### src/rtl/serializer.sv
// Parallel-to-serial converter: one word in, N bits out (MSB-first), one bit per clock with a valid strobe.
// Define SERIALIZER_LSB_FIRST_EN to send LSB-first instead; timing, busy and length rules are identical.
module serializer #(
  parameter  int DATA_W = 16,
  localparam int MOD_W  = $clog2(DATA_W)
) (
  input  logic              clk_i,
  input  logic              srst_i,
  input  logic [DATA_W-1:0] data_i,
  input  logic [MOD_W-1:0]  data_mod_i,
  input  logic              data_val_i,
  output logic              ser_data_o,
  output logic              ser_data_val_o,
  output logic              busy_o
);

  typedef enum logic {IDLE, SHIFT} state_t;

  state_t            state, state_nxt;
  logic [DATA_W-1:0] shreg, shreg_nxt;
  logic [MOD_W:0]    cnt, cnt_nxt;
  logic [MOD_W:0]    n_req;
  logic              legal, accept, last;
  logic              bit_nxt, val_nxt, busy_nxt;

  // Lengths 1 and 2 are rejected; 0 encodes a full word.
  always_comb begin
    n_req  = (data_mod_i == '0) ? (MOD_W+1)'(DATA_W) : {1'b0, data_mod_i};
    legal  = (data_mod_i == '0) || (data_mod_i >= MOD_W'(3));
    accept = data_val_i && !busy_o && legal && (state == IDLE);
    last   = (cnt == (MOD_W+1)'(1));
  end

  always_ff @(posedge clk_i) begin
    if (srst_i) begin
      state          <= IDLE;
      shreg          <= '0;
      cnt            <= '0;
      ser_data_o     <= 1'b0;
      ser_data_val_o <= 1'b0;
      busy_o         <= 1'b0;
    end else begin
      state          <= state_nxt;
      shreg          <= shreg_nxt;
      cnt            <= cnt_nxt;
      ser_data_o     <= bit_nxt;
      ser_data_val_o <= val_nxt;
      busy_o         <= busy_nxt;
    end
  end

  always_comb begin
    state_nxt = state;
    case (state)
      IDLE:    if (accept) state_nxt = SHIFT;
      SHIFT:   if (last)   state_nxt = IDLE;
      default: state_nxt = IDLE;
    endcase
  end

  // The first bit is registered on the accept edge so it appears on the very next cycle.
  always_comb begin
    shreg_nxt = shreg;
    cnt_nxt   = cnt;
    bit_nxt   = 1'b0;
    val_nxt   = 1'b0;
    busy_nxt  = 1'b0;
    case (state)
      IDLE: begin
        if (accept) begin
`ifdef SERIALIZER_LSB_FIRST_EN
          bit_nxt   = data_i[0];
          shreg_nxt = data_i >> 1;
`else
          bit_nxt   = data_i[DATA_W-1];
          shreg_nxt = data_i << 1;
`endif
          cnt_nxt   = n_req;
          val_nxt   = 1'b1;
          busy_nxt  = 1'b1;
        end
      end
      SHIFT: begin
        if (last) begin
          cnt_nxt   = '0;
          shreg_nxt = '0;
        end else begin
`ifdef SERIALIZER_LSB_FIRST_EN
          bit_nxt   = shreg[0];
          shreg_nxt = shreg >> 1;
`else
          bit_nxt   = shreg[DATA_W-1];
          shreg_nxt = shreg << 1;
`endif
          cnt_nxt   = cnt - (MOD_W+1)'(1);
          val_nxt   = 1'b1;
          busy_nxt  = 1'b1;
        end
      end
      default: ;
    endcase
  end

endmodule

### config.mk
export PLATFORM = sky130hd
export DESIGN_NAME = serializer
export DESIGN_NICKNAME = d
export VERILOG_FILES = /design/src/rtl/serializer.sv
export SDC_FILE = /design/constraint.sdc
export NUM_CORES = 1
export LEC_CHECK = 0
export ABC_CLOCK_PERIOD_IN_PS = 2500
export CAP_MARGIN = 10
export CORE_MARGIN = 8
export CORE_UTILIZATION = 45
export DETAILED_ROUTE_END_ITERATION = 7
export GPL_ROUTABILITY_DRIVEN = 0
export MAX_ROUTING_LAYER = met4
export PLACE_DENSITY = 0.84
export SLEW_MARGIN = 20
export SYNTH_ARGS = -nofsm -noshare
export SYNTH_HDL_FRONTEND = slang
export SYNTH_SLANG_ARGS = --single-unit
### constraint.sdc
create_clock -name clk_i -period 2.5 [get_ports clk_i]
set_clock_uncertainty 0.1 [all_clocks]
set_input_delay 0.5 -clock clk_i [delete_from_list [all_inputs] [get_ports clk_i]]
set_output_delay 0.5 -clock clk_i [all_outputs]
set_load 0.01 [all_outputs]
==> run_results.csv, run 1 <==
group,metric,value,unit
outcome,outcome,"completed",
finish,area_growth_syn_to_layout,23.4,%
clock_tree,clkTransAtPathRegs,0.13,ns
setup_path,cp.arrival,1.52,ns
die,rows,18,
finish,n_fill_cell,221,
sta,period_needed,2.12,ns
route,first_iter_violations,44,
synthesis,ys_types,33,
sta,slew_headroom,0.511,
die,start_util,0.465,
sta,grt_setup_unrepaired,"false",
setup_path,worst_ep_required_time,1.90,ns
min_path,holdCritPathClass,"flop to flop",
die,die_area,0.00434,sq mm
pwr,power.density,592,mW/mm^2
route,num_vias,1043,
sta,finalHoldViolCount,0,
grt,met2_usage,0.194,
synthesis,synth_area_leaders,"dfxtp_1 39%, a221oi_2 8.0%, a221oi_1 7.8%",
grt,grt_pass1_vias,1013,
synthesis,synth_area_per_cell,8.90,sq um
synthesis,syn_inst,126,
die,fp.dieH,65.9,microns
synthesis,syn_area,0.00112,sq mm
pwr,power,820,uW
clock_tree,cts_buffer_depth,2,
placement,hpwl,1930,microns
synthesis,yosysMostFrequentCell,"dfxtp_1",
sta,fin_tns_setup,0,ns
finish,multi_input_area,584,sq um
finish,finalNetCount,175,
setup_path,critPathMaxStageDelay,0.62,ns
clock_tree,clkSinkCount,22,
clock_tree,insertion_delay,0.31,ns
grt,antenna_found_initial,0,
clock_tree,cts_buffers,3,
clock_tree,cts_htree_levels,1,
grt,grt_most_used_layer,"met2",
pwr,vdd_drop_max,0.424,mV
route,first_pass_iters,4,
grt,grt_start_max_net_pins,19,
setup_path,path_cells,"clkdlybuf4s50_1",
clock_tree,cts_hold_buf,0,
run,cap_violations,0,
clock_tree,post_cts_resized,0,
route,drc,0,
route,detail-route-antenna-nets,0,
setup_path,cpMaxStageDelayCell,"clkdlybuf4s50_1",
setup_path,cp-end-kind,"primary output",
synthesis,synth_commonest_cells,"22 x dfxtp_1, 21 x nor2_1, 16 x nor3_1",
synthesis,yosysTopAreaCellShare,0.393,
sta,setup_violations,0,
die,io_pins,26,
clock_tree,post_cts.repair.setup_buffers,0,
sta,maxSlewViolCount,0,
sta,timing.final.crit_share,0.848,
finish,final-seq-area,440,sq um
setup_path,cp_top_family,"buffers and inverters",
route,drt_wl_total,2650,microns
synthesis,synth-edff-count,0,
grt,met3_usage,0.0441,
grt,grtUsageTotal,0.127,
synthesis,synth_seq_cells,22,
route,routedWlPerCell,14.9,microns
placement,port_buffers,25,
setup_path,crit_type,"flop to primary output",
finish,layout-drive-gt1-share,0.0946,
sta,max_freq,472,MHz
clock_tree,cts-root-buf,"clkbuf_4",
clock_tree,cts_tree,"yes",
grt,met1_usage,0.152,
die,core_area,0.00241,sq mm
setup_path,crit_buf_inv,1,
setup_path,worstSetupStartpointType,"flop",
sta,worstMarginPinSlew,0.734,ns
die,fp.dieW,65.9,microns
pwr,p_leak,0.520,nW
finish,antenna_cells,0,
grt,grt_pass1_wl,4370,microns
synthesis,synth_warnings,0,
synthesis,yosysSeqAreaShare,0.393,
synthesis,syn-num-nets,151,
route,via_per_inst,5.86,
grt,overflow,0,
synthesis,synthArstFlopShare,0,
setup_path,path_max_fanout,13,
synthesis,synth_ff_type,"dfxtp_1",
synthesis,yosysTopAreaCell,"dfxtp_1",
report_power, final:
| part | internal (mW) | switching [mW] |
|---|---|---|
| clock | 0.0563 | 0.107 |
| combinational | 0.117 | 0.115 |
| sequential | 0.390 | 0.0336 |
metal layers:
layer	part of all wire	up-vias
met5	0	-
met4	0.013	0
met3	0.046	4
met2	0.46	26
met1	0.48	502
li1	-	511
cell usage in the layout (no fill, tap or decap), types with 3 or more instances in the layout:
cell,n
inv_1,5
clkdlybuf4s50_1,25
buf_4,4
nor3_1,16
a21oi_1,7
nor2_1,21
a221oi_2,6
nand2_1,3
clkbuf_4,3
a211oi_1,3
dfxtp_1,22
a221oi_1,10
final cells by class:
type | count | share of cell area
inverters | 5 | 0.0136
flip-flops and latches | 22 | 0.318
multi-input cells | 89 | 0.422
clock buffers | 3 | 0.0163
well taps | 30 | 0.0271
repair buffers | 29 | 0.203
final timing paths:
path / start / slack (ns) / cells after the start / end
worst max-delay path: state / 0.38 / 1 / ser_data_val_o
worst min register to register: shreg[15] / 0.37 / 2 / ser_data_o
worst min-delay path: shreg[15] / 0.37 / 2 / ser_data_o
worst max register to register: cnt[0] / 0.40 / 5 / shreg[4]
stage by stage:
stage               setup slack (ns)  instance area [sq um]   util  cells  hold WS [ns]
finish                         0.380                   1380  0.574    178         0.368
global route                   0.276                   1380  0.574    178         0.391
CTS                            0.356                   1380  0.574    178         0.371
detailed placement             0.155                   1360  0.565    175         0.347
global placement               0.239                   1360  0.565    175         0.344
floorplan                      0.700                   1120      -    126         0.332
worst min-delay path, stage by stage, from the launching register on:
cell     delay [ns]
dfxtp_1        0.34
nand2_1        0.05
a21oi_1        0.05
cells by family (layout without fill, tap and decap cells):
group	after synthesis	count (layout)	share of synthesized area
AO/OA/AOI/OAI	36	36	0.273
XOR/XNOR	1	1	0.00781
adder cells (fa/ha/maj)	2	2	0.0223
buffers and inverters	15	37	0.0859
flip-flops	22	22	0.393
multiplexers	2	2	0.0179
AND/OR/NAND/NOR	48	48	0.200
state kept, by name (all words and copies together) (netlist names):
register	flops
state	1
cnt	5
ser_data_o	1
shreg	15
No activity file was read; power rests on OpenSTA's default activity.
==> inputs of run 2 (changes only) <==
- ABC_CLOCK_PERIOD_IN_PS: 2500 -> 1800
- CORE_UTILIZATION: 45 -> 44
- PLACE_DENSITY: 0.84 -> 0.85
- clock period: 2.5 -> 1.8 ns (I/O delays scaled with it)
==> run 2 against run 1 <==
  * The run now ends with setup timing left
  * Sequential share of layout area fell by 6.3 points
  * Final cell count rose by 9.6%
  * Critical path type is now flop to flop
  * Flip-flop and latch count is the same
  * Die area grew 1.7%
  * Combinational power is 120% higher
  * Sequential power grew 40%
  * Worst setup slack got worse by 0.44 ns
  * Global-route usage grew 2.4 points
  * First-iteration DRC count is 110% higher
==> run_results.csv, run 2 (synthesis gave the netlist of run 1 again) <==
group,metric,value,unit
die,start_util,0.457,
sta,timing.final.crit_share,1.03,
sta,slew_headroom,0.733,
setup_path,path_cells,"inv_2 -> ha_4 -> or3b_4 -> o21a_4 -> buf_16 -> a221oi_4 -> nor3_2",
placement,hpwl,2110,microns
placement,dp_slack,-0.209,ns
route,num_vias,1153,
setup_path,cpMaxStageDelayCell,"or3b_4",
clock_tree,cts_hold_buf,0,
finish,top_regs,"shreg x15, cnt x5",
sta,finalHoldViolCount,0,
sta,maxSlewViolCount,0,
grt,overflow,0,
route,drc,0,
sta,setup_violations,10,
sta,period_needed,1.86,ns
sta,grt_setup_unrepaired,"true",
route,first_iter_violations,93,
setup_path,worst_ep_required_time,1.92,ns
setup_path,critPathMaxStageDelay,0.38,ns
die,die_area,0.00442,sq mm
setup_path,r2r_end,"shreg[14]",
clock_tree,cts-root-buf,"clkbuf_4",
grt,grt_start_max_net_pins,18,
finish,antenna_cells,0,
finish,multi_input_area,701,sq um
clock_tree,clkTransAtPathRegs,0.13,ns
die,fp.dieW,66.5,microns
grt,grt_pass1_vias,1155,
setup_path,worstSetupStartpoint,"cnt[1]",
pwr,vdd_drop_max,0.694,mV
die,fp.dieH,66.5,microns
pwr,p_leak,0.662,nW
route,routedWlPerCell,17.0,microns
setup_path,worstSetupStartpointType,"flop",
min_path,min-delay-start,"shreg[15]",
route,drt_wl_total,3320,microns
placement,port_buffers,25,
finish,layout-drive-gt1-share,0.291,
clock_tree,cts_buffer_depth,2,
route,detail-route-antenna-nets,0,
setup_path,cp.arrival,1.98,ns
setup_path,reg2reg_depth,7,
outcome,outcome,"complete, but fails checks",
die,rows,18,
setup_path,path_max_fanout,5,
pwr,power.density,854,mW/mm^2
finish,area_growth_syn_to_layout,54.9,%
min_path,whs_path_depth,2,
outcome,violations,"setup timing",
setup_path,cp-end-kind,"flop",
finish,largest_register,"shreg",
setup_path,reg2reg_from,"cnt[1]",
die,core_area,0.00245,sq mm
clock_tree,cts_buffers,3,
route,via_per_inst,5.91,
grt,grt_pass1_wl,5160,microns
setup_path,reg2reg_setup_slack,-0.06,ns
grt,antenna_found_initial,0,
finish,final_common_cell,"clkdlybuf4s50_1",
min_path,whs_endpoint,"ser_data_o",
die,io_pins,26,
min_path,holdCritPathClass,"flop to flop",
pwr,power,1.48,mW
finish,finalNetCount,191,
setup_path,crit_type,"flop to flop",
sta,timing.final.ws_setup,-0.0567,ns
finish,final_cell_mix,"25 x clkdlybuf4s50_1, 21 x nor2_1, 19 x dfxtp_1",
clock_tree,cts_tree,"yes",
clock_tree,clkSinkCount,22,
sta,max_freq,539,MHz
run,cap_violations,0,
clock_tree,cts_htree_levels,1,
finish,n_fill_cell,177,
sta,worstMarginPinSlew,0.401,ns
finish,largest_register_ffs,15,
clock_tree,insertion_delay,0.31,ns
route,first_pass_iters,4,
finish,final-seq-area,444,sq um
grt,grtUsageTotal,0.151,
## run 2: cell types whose count changed in the layout (fill, tap and decap cells not counted), moves of 3 or more
| cell | change |
|---|---|
| a221oi_4 | +3 |
| a221oi_2 | +5 |
| buf_4 | +11 |
| dfxtp_2 | +3 |
| dfxtp_1 | -3 |
| a221oi_1 | -8 |
## run 2: timing repair
action / 4_1_cts / 5_1_grt
resized for setup: 18 / 6
pin swaps: 8 / 7
buffers inserted: 2 / 1
cloned: 2 / 1
setup endpoints to repair: 14 / 17
## run 2: through the flow
| step | instances | setup TNS [ns] | util | area, sq um | hold slack [ns] |
|---|---|---|---|---|---|
| after CTS | 193 | -0.0697 | 0.676 | 1660 | 0.367 |
| after global routing | 195 | -0.701 | 0.707 | 1740 | 0.392 |
| after global placement | 185 | -2.11 | 0.595 | 1460 | 0.348 |
| final | 195 | -0.228 | 0.707 | 1740 | 0.372 |
| after floorplan | 126 | 0 | - | 1120 | 0.332 |
| after detailed placement | 185 | -3.21 | 0.595 | 1460 | 0.350 |
## run 2: metal layers
| metal | GRT usage | routed length, microns |
|---|---|---|
| met1 | 0.174 | 1510 |
| met2 | 0.244 | 1590 |
| met3 | 0.0201 | 146 |
| met4 | 0.0907 | 76 |
| met5 | - | 0 |
## run 2: worst max-delay path, delay by kind of cell, from the launching register on
kind                       cells  cell delay (ns)
and+or+nand+nor                2             0.46
adders and majority gates      1             0.13
buffers and inverters          2             0.23
AOI/OAI and AO/OA              2             0.51
DFF                            1             0.34
## run 2: how the worst max path moves through the flow
stage / endpoint / slack, ns / cells past startpoint
after floorplan: shreg[6] / 0.0004 / 7
after global placement: shreg[4] / -0.16 / 6
after global routing: shreg[15] / -0.09 / 7
after detailed placement: cnt[1] / -0.21 / 5
after CTS: shreg[10] / -0.01 / 7
final: shreg[14] / -0.06 / 7
## run 2: power by group
part	internal, mW	total [mW]	leakage [nW]	switching (mW)
Clock	0.225	0.384	0.0279	0.159
Combinational	0.273	0.506	0.451	0.232
Sequential	0.544	0.594	0.183	0.0502
Total	1.04	1.48	0.662	0.441
## run 2: area by class of cell
class | instances | area share
Sequential cell | 22 | 0.256
Inverter | 5 | 0.0108
Tap cell | 30 | 0.0216
Multi-Input combinational cell | 89 | 0.403
Clock buffer | 3 | 0.0130
Clock inverter | 1 | 0.0173
Timing Repair Buffer | 45 | 0.278
